[src/rtl/stall_gen_multi.sv]
// Multi-channel stall generator. Each channel runs its own IDLE/STALL/GAP FSM with a down-counter.
// The channel stalls are ORed into one core stall request.
module stall_gen_multi #(
    parameter int NUM_CH      = 4,
    parameter int COUNT_W     = 13,
    parameter int SCALE_SHIFT = 1
) (
    input  logic                        i_clk,
    input  logic                        i_rst_n,
    input  logic [NUM_CH-1:0]           i_start,
    input  logic [NUM_CH-1:0]           i_stop,
    input  logic [NUM_CH-1:0]           i_periodic,
    input  logic [NUM_CH*COUNT_W-1:0]   i_count,
    input  logic [NUM_CH*COUNT_W-1:0]   i_gap,
    output logic                        o_stall,
    output logic [NUM_CH-1:0]           o_ch_stall,
    output logic [NUM_CH-1:0]           o_busy,
    output logic [NUM_CH-1:0]           o_done
);

    // One extra bit over COUNT_W+SCALE_SHIFT holds (count+1)<<SCALE_SHIFT without overflow.
    localparam int CNT_W = COUNT_W + SCALE_SHIFT + 1;

    typedef enum logic [1:0] {
        ST_IDLE  = 2'd0,
        ST_STALL = 2'd1,
        ST_GAP   = 2'd2
    } state_t;

    genvar k;
    generate
        for (k = 0; k < NUM_CH; k++) begin : g_ch
            state_t             r_state;
            state_t             w_state_nxt;
            logic [CNT_W-1:0]   r_cnt;
            logic [CNT_W-1:0]   w_cnt_nxt;
            logic [CNT_W-1:0]   r_len;
            logic [CNT_W-1:0]   w_len_nxt;
            logic [CNT_W-1:0]   w_len_in;
            logic [COUNT_W-1:0] r_gap;
            logic [COUNT_W-1:0] w_gap_nxt;
            logic               r_per;
            logic               w_per_nxt;
            logic               r_done;
            logic               w_done_nxt;
            logic               w_cnt_one;

            assign w_len_in  = (CNT_W'(i_count[k*COUNT_W +: COUNT_W]) + CNT_W'(1)) << SCALE_SHIFT;
            assign w_cnt_one = (r_cnt == CNT_W'(1));

            always_ff @(posedge i_clk or negedge i_rst_n) begin
                if (!i_rst_n) begin
                    r_state <= ST_IDLE;
                    r_cnt   <= '0;
                    r_len   <= '0;
                    r_gap   <= '0;
                    r_per   <= 1'b0;
                    r_done  <= 1'b0;
                end else begin
                    r_state <= w_state_nxt;
                    r_cnt   <= w_cnt_nxt;
                    r_len   <= w_len_nxt;
                    r_gap   <= w_gap_nxt;
                    r_per   <= w_per_nxt;
                    r_done  <= w_done_nxt;
                end
            end

            // Stop beats start, start beats the running count; a retrigger never reports done.
            always_comb begin
                w_state_nxt = r_state;
                w_cnt_nxt   = r_cnt;
                w_len_nxt   = r_len;
                w_gap_nxt   = r_gap;
                w_per_nxt   = r_per;
                w_done_nxt  = 1'b0;
                if (i_stop[k]) begin
                    w_state_nxt = ST_IDLE;
                    w_cnt_nxt   = '0;
                end else if (i_start[k]) begin
                    w_state_nxt = ST_STALL;
                    w_cnt_nxt   = w_len_in;
                    w_len_nxt   = w_len_in;
                    w_gap_nxt   = i_gap[k*COUNT_W +: COUNT_W];
                    w_per_nxt   = i_periodic[k];
                end else begin
                    case (r_state)
                        ST_IDLE: begin
                            w_cnt_nxt = '0;
                        end
                        ST_STALL: begin
                            if (w_cnt_one) begin
                                w_done_nxt = 1'b1;
                                if (!r_per) begin
                                    w_state_nxt = ST_IDLE;
                                    w_cnt_nxt   = '0;
                                end else if (r_gap != '0) begin
                                    w_state_nxt = ST_GAP;
                                    w_cnt_nxt   = CNT_W'(r_gap);
                                end else begin
                                    w_cnt_nxt   = r_len;
                                end
                            end else begin
                                w_cnt_nxt = r_cnt - CNT_W'(1);
                            end
                        end
                        ST_GAP: begin
                            if (w_cnt_one) begin
                                w_state_nxt = ST_STALL;
                                w_cnt_nxt   = r_len;
                            end else begin
                                w_cnt_nxt = r_cnt - CNT_W'(1);
                            end
                        end
                        default: begin
                            w_state_nxt = ST_IDLE;
                            w_cnt_nxt   = '0;
                        end
                    endcase
                end
            end

            assign o_ch_stall[k] = (r_state == ST_STALL);
            assign o_busy[k]     = (r_state != ST_IDLE);
            assign o_done[k]     = r_done;
        end
    endgenerate

    assign o_stall = |o_ch_stall;

endmodule

[config.mk]
export PLATFORM = sky130hd
export DESIGN_NAME = stall_gen_multi
export DESIGN_NICKNAME = d
export VERILOG_FILES = /design/src/rtl/stall_gen_multi.sv
export SDC_FILE = /design/constraint.sdc
export NUM_CORES = 1
export LEC_CHECK = 0
export CELL_PAD_IN_SITES_DETAIL_PLACEMENT = 1
export CELL_PAD_IN_SITES_GLOBAL_PLACEMENT = 2
export CORE_MARGIN = 2
export CORE_UTILIZATION = 37
export CTS_CLUSTER_SIZE = 30
export DETAILED_ROUTE_END_ITERATION = 8
export PLACE_DENSITY_LB_ADDON = 0.12
export SYNTH_ARGS = -nofsm -noshare
export SYNTH_HDL_FRONTEND = slang
export SYNTH_SLANG_ARGS = --single-unit
export TNS_END_PERCENT = 30
[constraint.sdc]
create_clock -name i_clk -period 3.3 [get_ports i_clk]
set_input_delay 0.495 -clock i_clk [delete_from_list [all_inputs] [get_ports i_clk]]
set_output_delay 0.495 -clock i_clk [all_outputs]
set_load 0.1 [all_outputs]
==> flow_metrics.tcl, run 1 <==
set metrics [dict create \
    layout.nets 1416 \
    die_w_um 170 \
    antenna_found_initial 0 \
    wirelength_mm 30.0 \
    avgSynthCellArea_um2 8.80 \
    met3_usage_pct 3.02 \
    dr_total_vias 8770 \
    yosys_warnings 0 \
    cts_tree "yes" \
    clk_latency_ns 0.44 \
    ys.flop_type "dfrtp_1" \
    grt_use_met1_pct 30.7 \
    grt_use_met2_pct 35.2 \
    gr-total-overflow 0 \
    reg2regPathDepth 7 \
    rrSetupSlack_ns 0.78 \
    post-cts-setup-buffers 0 \
    rsz0062_at_grt "no" \
    die_y_um 170 \
    critPathRequiredTime_ns 2.80 \
    grt_max_degree 65 \
    ir_worst_vdd_v 0.000313 \
    grt_usage_pct 21.6 \
    p_per_area_nw_per_um2 465 \
    skew_ns 0.0153 \
    cts_max_path_buffers 2 \
    maxCapViolCount 0 \
    synth_fp_nets 1300 \
    cp-start-kind "flop" \
    hold_buffers 0 \
    slew_viol_final 0 \
    synth_seq_cells 184 \
    slew_headroom_pct 35.5 \
    period_share_pct 78.1 \
    critPathCaptureType "output port" \
    rows 60 \
    path_clk_slew_ns 0.08 \
    io_buffers 130 \
    p_sw_mw 1.84 \
    crit_type "reg -> out" \
    root_buffer "clkbuf_16" \
    cellInternalPower_mw 3.93 \
    swShare_pct 32.0 \
    timing.rr.start "g_ch[0].r_state[1]$_DFFE_PN0P_" \
    wl_per_cell_um 18.4 \
    hold_viol_final 0 \
    cts.sinks 184 \
    setup_ws_ns 0.722 \
    pre_cts_ws_ns 0.763 \
    p_clk_share_pct 34.8 \
    seq_power_share_pct 45.9 \
    post_cts_resized 0 \
    hpwlAfterDp_mm 22.6 \
    setup_tns_ns 0 \
    synth_area_um2 10200 \
    drt_iter0_drc 500 \
    cp.arrival_ns 2.08 \
    critPathMaxFanout 8 \
    dieArea_um2 28800 \
    initial_utilization_pct 37.8 \
    layout-drive-gt1-share_pct 6.70 \
    via_per_inst 5.40 \
    synth_edf_count 0 \
    route.detailed.drc 0 \
    status "complete, no violations" \
    core_area_um2 27000 \
    htree_levels 4 \
    area_delta_synth_final_pct 22.0 \
    synth-seq-area-share_pct 45.2 \
    place_congestion 0.831 \
    grt_pass1_vias 9178 \
    insertedDiodeCount 0 \
    p_leak_nw 5.54 \
    fmax_mhz 388 \
    first_pass_iters 5 \
    tightest_slew_ns 0.959 \
    synth.distinct_cells 70 \
    finalSetupViolations 0 \
    worstHoldPathType "in -> async" \
    post-route-util_pct 46.1 \
    async_flop_share_pct 100 \
    ioPinCount 131 \
    antenna_left 0 \
    synth_cells 1156 \
    busiest_layer "met2" \
    reg2reg_to "g_ch[0].r_cnt[3]$_DFF_PN0_" \
    grt_pass1_wl_mm 49.5 \
    numCtsBuffers 17 \
    pwr-share-comb_pct 19.3 \
    min_period_ns 2.58 \
]
power by group through the flow:
| stage | Sequential [mW] | Combinational (mW) | Clock (mW) |
|---|---|---|---|
| 4_1_cts | 2.65 | 1.13 | 2.05 |
| 5_1_grt | 2.68 | 1.25 | 2.14 |
| 3_3_place_gp | 2.69 | 1.10 | 0 |
| 2_1_floorplan | 2.63 | 0.689 | 0 |
| 3_5_place_dp | 2.69 | 1.12 | 0 |
| 6_report | 2.65 | 1.11 | 2.01 |
flip-flops by register name, indices dropped and copies added, names as in the netlist:
name / flops
g_ch.r_cnt: 60
g_ch.r_done: 4
g_ch.r_gap: 52
g_ch.r_len: 56
g_ch.r_per: 4
g_ch.r_state: 8
layer usage:
metal / wire length [um] / up-vias / share of wire [%]
met1: 14800 / 4322 / 49
li1: - / 4282 / -
met3: 990 / 18 / 3.3
met5: 0 / - / 0
met4: 252 / 0 / 0.84
met2: 13900 / 148 / 46
worst max-delay path: stages, from the launching register on:
cell,delay [ns]
dfrtp_1,0.41
inv_1,0.09
ha_1,0.34
or4_1,0.55
buf_4,0.25
how the worst max path moves through the flow:
| stage | startpoint | endpoint | depth (start not counted) |
|---|---|---|---|
| final | g_ch[2].r_state[1]$_DFFE_PN0P_ | o_stall | 4 |
| after floorplan | g_ch[2].r_state[1]$_DFFE_PN0P_ | o_stall | 3 |
| after CTS | g_ch[2].r_state[1]$_DFFE_PN0P_ | o_stall | 4 |
| after global routing | g_ch[0].r_state[1]$_DFFE_PN0P_ | g_ch[0].r_cnt[3]$_DFF_PN0_ | 7 |
| after detailed placement | i_count[29] | g_ch[2].r_cnt[12]$_DFF_PN0_ | 6 |
| after global placement | i_count[26] | g_ch[2].r_cnt[13]$_DFF_PN0_ | 7 |
cell usage after synthesis, types with 7 or more instances:
| cell | n | area (um2) |
|---|---|---|
| nand2b_1 | 8 | 50.1 |
| clkbuf_1 | 43 | 161 |
| a21o_1 | 17 | 128 |
| nand4_1 | 21 | 131 |
| xor2_1 | 44 | 385 |
| dfrtp_1 | 184 | 4600 |
| nor3_1 | 32 | 160 |
| o21ai_0 | 51 | 255 |
| inv_1 | 27 | 101 |
| a21oi_1 | 30 | 150 |
| a221oi_1 | 7 | 61.3 |
| ha_1 | 26 | 325 |
| nor4_1 | 17 | 106 |
| and3_1 | 7 | 43.8 |
| o221ai_1 | 9 | 78.8 |
| or3_1 | 7 | 43.8 |
| xnor2_1 | 41 | 359 |
| nor2_1 | 66 | 248 |
| nand3_1 | 41 | 205 |
| a22oi_1 | 33 | 248 |
| nand2_1 | 300 | 1130 |
| o211ai_1 | 10 | 75.1 |
| and4_1 | 8 | 70.1 |
cell usage in the layout, fill, tap and decap left out, drive strengths merged, types with 5 or more instances in the layout:
cell,count
a211o,5
a21o,17
a21oi,30
a221oi,8
a22oi,33
a31oi,5
and2,8
and3,7
and4,9
buf,35
clkbuf,18
clkdlybuf4s50,119
dfrtp,184
ha,26
inv,33
nand2,302
nand2b,8
nand3,41
nand4,22
nor2,66
nor3,32
nor4,22
o211ai,10
o21ai,51
o221ai,9
o22a,6
o22ai,6
o31ai,5
or2,5
or3,7
xnor2,41
xor2,44
layout make-up:
type / count / area [um2]
well taps: 341 / 427
clock inverters: 14 / 138
flip-flops and latches: 184 / 4600
inverters: 27 / 101
multi-input cells: 887 / 5220
repair buffers: 155 / 1490
fillers: 3137 / 14500
clock buffers: 17 / 425
through the flow:
step | std cells | hold WS [ns] | instance area, um2 | power, mW
floorplan | 1156 | 0.199 | 10200 | 3.32
global placement | 1594 | 0.459 | 11800 | 3.79
detailed placement | 1594 | 0.464 | 11800 | 3.81
CTS | 1625 | 0.0402 | 12400 | 5.83
global route | 1625 | 0.0606 | 12400 | 6.07
finish | 1625 | 0.0103 | 12400 | 5.77
kinds of logic (layout without fill, tap and decap cells):
group / Yosys count / in the layout / share of synthesized area [%]
simple gates: 554 / 554 / 25.6
compound gates: 216 / 216 / 14.7
flops: 184 / 184 / 45.2
xor+xnor: 85 / 85 / 7.32
buf+inv: 85 / 213 / 3.42
fa+ha+maj: 26 / 26 / 3.20
mux: 6 / 6 / 0.615
(Power assumes the default switching activity.)
==> run 2: changes to the inputs <==
Settings changed: CORE_UTILIZATION 37 to 31.
Clock period 3.3 ns to 2.2 ns, I/O delays scaled along.
==> run 2 against run 1 <==
  * The flow now finishes with violations (negative setup slack)
  * Die area rose by 19%
  * Sequential power up 51%
  * Register-to-register slack worse by 0.66 ns
  * Sequential share of layout area fell by 2.7 points
  * Core utilization shrank 4.8 points
  * Worst setup slack got worse by 0.72 ns
  * Largest power group unchanged
  * Clock skew is 0.0081 ns lower
  * Total power rose by 55%
  * Cell area increased by 8.0%
  * Clock-buffer cell count increased by 3
==> flow_metrics.tcl, run 2 (synthesis gave the netlist of run 1 again) <==
set metrics [dict create \
    maxCapViolCount 0 \
    rsz0062_at_grt "yes" \
    first_pass_iters 4 \
    wl_per_cell_um 17.6 \
    critPathMaxFanout 8 \
    worst-path-buf-inv 1 \
    p_leak_nw 6.03 \
    core_area_um2 32500 \
    reg_top3 "g_ch.r_cnt: 60 flops, g_ch.r_len: 56 flops, g_ch.r_gap: 52 flops" \
    insertedDiodeCount 0 \
    fmax_mhz 454 \
    multiInputGateArea_um2 5300 \
    cts_tree "yes" \
    ir_worst_vdd_v 0.000574 \
    path_cells "ha_4 > or4_4 > buf_12" \
    pre_cts_ws_ns -0.198 \
    layout.nets 1496 \
    antenna_left 0 \
    worstHoldPathType "in -> async" \
    total_power_mw 8.96 \
    die_w_um 185 \
    final_common_cell "nand2_1" \
    grt_use_met1_pct 28.4 \
    reg2regPathDepth 9 \
    initial_utilization_pct 31.4 \
    gr-total-overflow 0 \
    reg2reg_to "g_ch[2].r_cnt[3]$_DFF_PN0_" \
    regArea_um2 4600 \
    p_per_area_nw_per_um2 668 \
    rrSetupSlack_ns 0.12 \
    place_congestion 0.791 \
    final.fill_count 3749 \
    busiest_layer "met2" \
    clk_latency_ns 0.45 \
    timing.rr.start "g_ch[2].r_cnt[1]$_DFF_PN0_" \
    drt_iter0_drc 418 \
    grt_usage_pct 19.6 \
    area_delta_synth_final_pct 31.7 \
    rows 66 \
    period_share_pct 100 \
    crit_type "reg -> out" \
    path_clk_slew_ns 0.07 \
    critPathCaptureType "output port" \
    route.detailed.drc 0 \
    tightest_slew_ns 0.689 \
    die_y_um 185 \
    numCtsBuffers 17 \
    place_area_um2 12700 \
    hpwlAfterDp_mm 24.5 \
    root_buffer "clkbuf_16" \
    cp-start-kind "flop" \
    largest_register_ffs 60 \
    via_per_inst 4.98 \
    violations "negative setup slack" \
    hold_viol_final 0 \
    setup_ws_ns -0.000651 \
    grt_use_met2_pct 30.9 \
    critPathRequiredTime_ns 1.87 \
    finalInstanceArea_um2 13400 \
    dieArea_um2 34300 \
    layout-drive-gt1-share_pct 13.0 \
    wirelength_mm 31.8 \
    ioPinCount 131 \
    layout_common_cells "nand2_1 (299), dfrtp_1 (184), clkdlybuf4s50_1 (116), buf_4 (101), nor2_1 (66)" \
    holdWs_ns 0.387 \
    critPathLaunch "g_ch[0].r_state[0]$_DFFE_PN0P_" \
    slew_viol_final 0 \
    skew_ns 0.00718 \
    slew_headroom_pct 53.8 \
    post-route-util_pct 41.3 \
    cpPeakStageDelay_ns 0.58 \
    crit_family "simple AND/OR/NAND/NOR gates" \
    grt_max_degree 48 \
    status "finished, violations left" \
    grt_pass1_vias 9385 \
    dr_total_vias 8990 \
    top_register "g_ch.r_cnt" \
    antenna_found_initial 0 \
    crit_slowest_cell "or4_4" \
    met3_usage_pct 2.42 \
    cts_max_path_buffers 2 \
    grt_pass1_wl_mm 52.3 \
    cp.arrival_ns 1.87 \
    io_buffers 130 \
    min_period_ns 2.20 \
    finalSetupViolations 1 \
    cts.sinks 184 \
    htree_levels 4 \
]
[run 2: what timing repair did]
action / in CTS / in global routing
pin swaps: 0 / 2
hold endpoints to repair: 43 / 0
endpoints found under the setup margin: 12 / 10
hold buffers: 1 / 0
resized for setup: 4 / 5
setup buffers: 0 / 6
[run 2: routing by layer]
layer,part of all wire [%],up-vias
met5,0,-
met4,1.3,0
met3,2.6,27
met2,46,136
met1,50,4389
li1,-,4438
[run 2: cell type report]
class	count	area share, %
well taps	442	4.13
multi-input cells	887	39.5
clock buffers	20	3.41
clock inverters	12	0.943
flip-flops and latches	184	34.4
repair buffers	235	16.9
inverters	27	0.756
[run 2: worst max path at each step]
| stage | cells after the start | slack, ns | to |
|---|---|---|---|
| 6_report | 3 | -0.0007 | o_stall |
| 5_1_grt | 4 | -0.05 | o_stall |
| 4_1_cts | 5 | -0.08 | o_stall |
| 3_5_place_dp | 6 | -0.20 | g_ch[3].r_cnt[8]$_DFF_PN0_ |
| 3_3_place_gp | 6 | -0.24 | g_ch[3].r_cnt[1]$_DFF_PN0_ |
| 2_1_floorplan | 3 | -0.27 | o_stall |
[run 2: per-stage QoR]
stage	setup TNS (ns)	std cells
after floorplan	-1.39	1156
after global placement	-2.28	1769
after detailed placement	-2.04	1769
after CTS	-0.0822	1802
after global routing	-0.0470	1807
final	-0.000651	1807
[run 2: power breakdown]
| part | internal (mW) | total, mW | switching, mW |
|---|---|---|---|
| logic | 0.840 | 1.85 | 1.01 |
| registers | 3.70 | 3.99 | 0.286 |
| clock network | 1.73 | 3.12 | 1.39 |
| total | 6.27 | 8.96 | 2.69 |
